==> src/rtl/spi_pwm_reg_config.sv <==
// SPI mode-0 write-only slave holding the PWM configuration registers.
// Pins are oversampled in clk; a write commits SYNC_STAGES+1 clk edges after ncs rises.
module spi_pwm_reg_config #(
  parameter int SYNC_STAGES = 2,
  parameter int NUM_REGS    = 5
) (
  input  logic       clk,
  input  logic       rst_n,
  input  logic       sclk,
  input  logic       copi,
  input  logic       ncs,
  output logic [7:0] en_reg_out_7_0,
  output logic [7:0] en_reg_out_15_8,
  output logic [7:0] en_reg_pwm_7_0,
  output logic [7:0] en_reg_pwm_15_8,
  output logic [7:0] pwm_duty_cycle,
  output logic       txn_done,
  output logic       txn_err
);

  typedef enum logic {IDLE, SHIFT} state_t;

  localparam int SW = $clog2(SYNC_STAGES + 1);
  localparam logic [SW-1:0] SETTLE = SW'(SYNC_STAGES);

  logic [SYNC_STAGES-1:0] sclk_sync, copi_sync, ncs_sync;
  logic                   sclk_d, ncs_d;
  logic                   sclk_s, copi_s, ncs_s;
  logic                   sclk_rise, ncs_rise, ncs_fall;
  logic [SW-1:0]          settle_q;
  logic                   armed_q;

  state_t      state_q, state_nxt;
  logic [4:0]  cnt_q, cnt_nxt;
  logic [15:0] shreg_q, shreg_nxt;
  logic        wr_en;
  logic        done_nxt, err_nxt;
  logic        addr_ok;
  logic [7:0]  regs_q [5];

  assign sclk_s = sclk_sync[SYNC_STAGES-1];
  assign copi_s = copi_sync[SYNC_STAGES-1];
  assign ncs_s  = ncs_sync[SYNC_STAGES-1];

  assign sclk_rise = sclk_s & ~sclk_d;
  assign ncs_rise  = ncs_s & ~ncs_d;
  assign ncs_fall  = ~ncs_s & ncs_d;

  always_ff @(posedge clk or negedge rst_n) begin
    if (!rst_n) begin
      sclk_sync <= '0;
      copi_sync <= '0;
      ncs_sync  <= '1;
      sclk_d    <= 1'b0;
      ncs_d     <= 1'b1;
    end else begin
      sclk_sync <= {sclk_sync[SYNC_STAGES-2:0], sclk};
      copi_sync <= {copi_sync[SYNC_STAGES-2:0], copi};
      ncs_sync  <= {ncs_sync[SYNC_STAGES-1-1:0], ncs};
      sclk_d    <= sclk_s;
      ncs_d     <= ncs_s;
    end
  end

  // The synchroniser comes out of reset holding ncs=1; if the pin is already
  // low that looks like a falling edge. Only accept frames once a real high
  // level on ncs has been seen after the chain has flushed its reset value.
  always_ff @(posedge clk or negedge rst_n) begin
    if (!rst_n) begin
      settle_q <= '0;
      armed_q  <= 1'b0;
    end else begin
      if (settle_q != SETTLE) settle_q <= settle_q + 1'b1;
      if (settle_q == SETTLE && ncs_s) armed_q <= 1'b1;
    end
  end

  assign addr_ok = (int'(shreg_q[14:8]) < NUM_REGS);

  always_comb begin
    state_nxt = state_q;
    cnt_nxt   = cnt_q;
    shreg_nxt = shreg_q;
    wr_en     = 1'b0;
    done_nxt  = 1'b0;
    err_nxt   = 1'b0;
    case (state_q)
      IDLE: begin
        if (ncs_fall && armed_q) begin
          state_nxt = SHIFT;
          cnt_nxt   = 5'd0;
          shreg_nxt = 16'h0000;
        end
      end
      SHIFT: begin
        // Frame end wins over a coincident sclk edge.
        if (ncs_rise) begin
          state_nxt = IDLE;
          if (cnt_q != 5'd16) begin
            err_nxt = 1'b1;
          end else if (shreg_q[15]) begin
            if (addr_ok) begin
              wr_en    = 1'b1;
              done_nxt = 1'b1;
            end else begin
              err_nxt = 1'b1;
            end
          end
        end else if (sclk_rise) begin
          shreg_nxt = {shreg_q[14:0], copi_s};
          if (cnt_q != 5'd17) cnt_nxt = cnt_q + 5'd1;
        end
      end
      default: state_nxt = IDLE;
    endcase
  end

  always_ff @(posedge clk or negedge rst_n) begin
    if (!rst_n) begin
      state_q  <= IDLE;
      cnt_q    <= 5'd0;
      shreg_q  <= 16'h0000;
      txn_done <= 1'b0;
      txn_err  <= 1'b0;
      for (int k = 0; k < 5; k++) regs_q[k] <= 8'h00;
    end else begin
      state_q  <= state_nxt;
      cnt_q    <= cnt_nxt;
      shreg_q  <= shreg_nxt;
      txn_done <= done_nxt;
      txn_err  <= err_nxt;
      for (int k = 0; k < 5; k++) begin
        if (wr_en && shreg_q[14:8] == 7'(k)) regs_q[k] <= shreg_q[7:0];
      end
    end
  end

  assign en_reg_out_7_0  = regs_q[0];
  assign en_reg_out_15_8 = regs_q[1];
  assign en_reg_pwm_7_0  = regs_q[2];
  assign en_reg_pwm_15_8 = regs_q[3];
  assign pwm_duty_cycle  = regs_q[4];

endmodule

==> config.mk <==
export PLATFORM = sky130hd
export DESIGN_NAME = spi_pwm_reg_config
export DESIGN_NICKNAME = d
export VERILOG_FILES = /design/src/rtl/spi_pwm_reg_config.sv
export SDC_FILE = /design/constraint.sdc
export NUM_CORES = 1
export LEC_CHECK = 0
export ABC_AREA = 1
export ABC_CLOCK_PERIOD_IN_PS = 4200
export BUFFER_PORTS_ARGS = -buffer_cell sky130_fd_sc_hd__clkbuf_2
export CAP_MARGIN = 40
export CORE_ASPECT_RATIO = 1.1
export CORE_UTILIZATION = 55
export CTS_BUF_LIST = sky130_fd_sc_hd__clkbuf_16
export DETAILED_ROUTE_END_ITERATION = 12
export PLACE_DENSITY_LB_ADDON = 0.12
export RECOVER_POWER = 100
export SLEW_MARGIN = 20
export SYNTH_ARGS = -nofsm -noshare
export SYNTH_HDL_FRONTEND = slang
export SYNTH_SLANG_ARGS = --single-unit
==> constraint.sdc <==
create_clock -name clk -period 4.2 [get_ports clk]
set_input_delay 0.42 -clock clk [delete_from_list [all_inputs] [get_ports clk]]
set_output_delay 0.42 -clock clk [all_outputs]
set_load 0.005 [all_outputs]
==> run_results.csv <==
group,metric,value,unit
drt,drc,0,
power_and_ir_drop,p_comb_share,7.2,%
cells_and_area,multi_input_area,0.00141,mm^2
yosys,yosysWarningCount,0,
critical_path,criticalPathCategory,"reg -> reg",
global_routing,grt_pass1_vias,2492,
critical_path,cp.required,4.41,ns
cells_and_area,stdcell_area,0.00397,mm^2
cts,holdBufCountCts,0,
power_and_ir_drop,p_sw,0.424,mW
power_and_ir_drop,finalPower,1.66,mW
placed_design,hpwl,4550,um
cts,clkTransAtPathRegs,0.05,ns
yosys,synth_top_family_by_area,"simple AND/OR/NAND/NOR gates",
drt,ant_nets,0,
critical_path,crit_family,"compound AO/OA/AOI/OAI gates",
global_routing,grt_pass1_wl,12100,um
cts,cts_setup_buffers,0,
run_status,violations,"max-capacitance violations, max-slew violations",
timing,post-route-period-util,68.8,%
critical_path,r2r_slack,1.31,ns
power_and_ir_drop,pwr-share-seq,48.7,%
critical_path,slowest_stage,"o21ai_0",
timing,fin_crit,2.89,ns
cts,ctsResizeCount,0,
cells_and_area,final_nets,424,
yosys,syn_nets,380,
critical_path,end_kind,"register",
timing,final-max-slew-violation-count,101,
yosys,yosysSeqAreaShare,53.9,%
drt,via_per_inst,5.36,
timing,finClkSkew,0.00765,ns
yosys,synth_seq_cells,75,
yosys,synth_ff_type,"dfrtp_1",
global_routing,antenna_found_initial,0,
critical_path,cp_cell_sequence,"inv_1, o21ai_0, nand2_1, nand2_1, nand2_1",
yosys,synth-async-reset-ratio,100,%
yosys,synth_compound_area_share,1.00,%
critical_path,cp_max_fo,18,
cells_and_area,seqCellArea,0.00188,mm^2
timing,setup_viol,0,
cts,cts_tree,"done",
cts,cts_sinks,75,
power_and_ir_drop,p_int,1.24,mW
die,rows,30,
timing,worstMarginPinSlew,2.04,ns
global_routing,grt_max_degree,47,
drt,drt_pass1_iterations,5,
yosys,synthSimpleGateAreaFrac,38.4,%
critical_path,timing.critical_path.mode_cell,"nand2_1",
yosys,synth_mux_area_share,0,%
critical_path,cp-start-kind,"register",
cts,clk_latency,0.33,ns
cells_and_area,drive_gt1_share,17.1,%
run_status,status,"finished, violations left",
yosys,yosysMostFrequentCell,"nand2_1",
cells_and_area,stdcell_count,500,
yosys,yosys-top-cells-area,"dfrtp_1 52%, nand2_1 17%, nand4_1 7.5%",
die,die_h,85.6,um
yosys,synth_common_cells,"155 x nand2_1, 72 x dfrtp_1, 42 x nand4_1, 17 x nand3b_1",
yosys,synth-xor-area-share,0.251,%
cells_and_area,fillers,533,
die,core,0.00616,mm^2
global_routing,grtUsageTotal,23.9,%
power_and_ir_drop,sw_frac_of_total,25.6,%
cells_and_area,antenna_cells,0,
yosys,synth_cells,371,
cts,cts_max_level,3,
power_and_ir_drop,p_clk_share,44.2,%
power_and_ir_drop,power_leakage,2.08,nW
timing,setup_tns,0,ns
placed_design,place_inst,484,
power_and_ir_drop,irDropWorstVdd,0.267,mV
yosys,yosysTopAreaCell,"dfrtp_1",
min_path,hold_class,"in -> reg",
drt,drt_iter0_markers,204,
cts,cts_root_buffer,"clkbuf_16",
die,initial_core_util,56.7,%
yosys,synth_fa_ha_area_share,1.43,%
cts,numCtsBuffers,9,
yosys,synth.avg_cell_area,9.41,um^2
placed_design,gp_congestion,0.802,
drt,vias,2678,
yosys,yosys.area.top_type_share,51.6,%
timing,slew_headroom,-36.0,%
placed_design,postPlaceCellArea,0.00372,mm^2
critical_path,cpPeakStageDelay,1.33,ns
critical_path,crit_buf_inv,1,
yosys,synth-edff-count,0,
job,cap_violations,3,
cts,cts_max_path_buffers,2,
drt,wl_per_cell,14.3,um
cells_and_area,syn_to_final_growth,13.6,%
timing,holdWs,0.172,ns
placed_design,io_buffers,46,
timing,fmax,346,MHz
timing,hold_viol_final,0,
timing,rsz0062_at_grt,"no",
die,die-width,78.0,um
die,die_area,0.00667,mm^2
critical_path,arrival,3.10,ns
yosys,synth_cell_types,26,
die,pin_count,47,
power_and_ir_drop,power_density,418,mW/mm^2
drt,finalWirelength,7170,um
global_routing,grt-ovfl-total,0,
yosys,synth.cell_area,0.00349,mm^2
==> cell type report <==
cell class / count / share of cell area, %
well taps: 80 / 2.52
flip-flops and latches: 75 / 47.4
clock inverters: 7 / 1.51
multi-input cells: 267 / 35.6
repair buffers: 47 / 5.84
inverters: 15 / 1.42
clock buffers: 9 / 5.68
==> kinds of logic (layout without fill, tap and decap cells) <==
logic type      after synthesis  count (layout)
simple gates                257             257
flops                        75              75
buf+inv                      29              78
compound gates                5               5
fa+ha+maj                     4               4
xor+xnor                      1               1
==> sequential cells by signal, indices dropped and copies added (netlist names), 5 cells and up <==
signal	flops
en_reg_pwm_7_0	8
cnt_q	5
en_reg_out_15_8	8
en_reg_pwm_15_8	8
en_reg_out_7_0	8
pwm_duty_cycle	8
shreg_q	16
==> path summary, 6_finish.rpt <==
| kind | to | cells past startpoint | start |
|---|---|---|---|
| worst min-delay path | ncs_sync[0] | 1 | ncs |
| min in group asynchronous | cnt_q[3] | 1 | rst_n |
| max in group asynchronous | copi_sync[1] | 1 | rst_n |
| worst max register to register | shreg_q[3] | 5 | sclk_sync[1] |
| worst min register to register | sclk_sync[1] | 0 | sclk_sync[0] |
| worst max-delay path | shreg_q[3] | 5 | sclk_sync[1] |
==> power groups by stage <==
stage               sequential [mW]  clock [mW]  combinational [mW]
floorplan                     0.787           0              0.0997
global placement              0.817           0               0.114
detailed placement            0.819           0               0.121
CTS                           0.807       0.751               0.122
global route                  0.812       0.780               0.137
finish                        0.807       0.733               0.119
==> through the flow <==
step | worst slack (ns) | utilization (%)
floorplan | 2.78 | -
global placement | 2.11 | 60.2
detailed placement | 2.04 | 60.5
CTS | 2.01 | 65.1
global route | 0.960 | 64.4
finish | 1.31 | 64.4
==> per-layer routing <==
metal | track usage (%) | routed length [um]
met3 | 5.74 | 327
met2 | 35.1 | 3330
met1 | 33.1 | 3320
met4 | 12.3 | 187
met5 | 0 | 0
==> placed cells by master (no fill, tap or decap), drive strengths merged <==
master / count
o21ai: 3
nand3: 16
buf: 1
ha: 4
nor3: 3
dfrtp: 72
nand3b: 17
nand4: 42
a21oi: 1
clkinv: 5
xnor2: 1
nand2: 159
bufinv: 1
clkinvlp: 1
clkbuf: 55
dfstp: 3
a21o: 1
nor2: 20
inv: 15
Power figures use the tool's default switching activity.
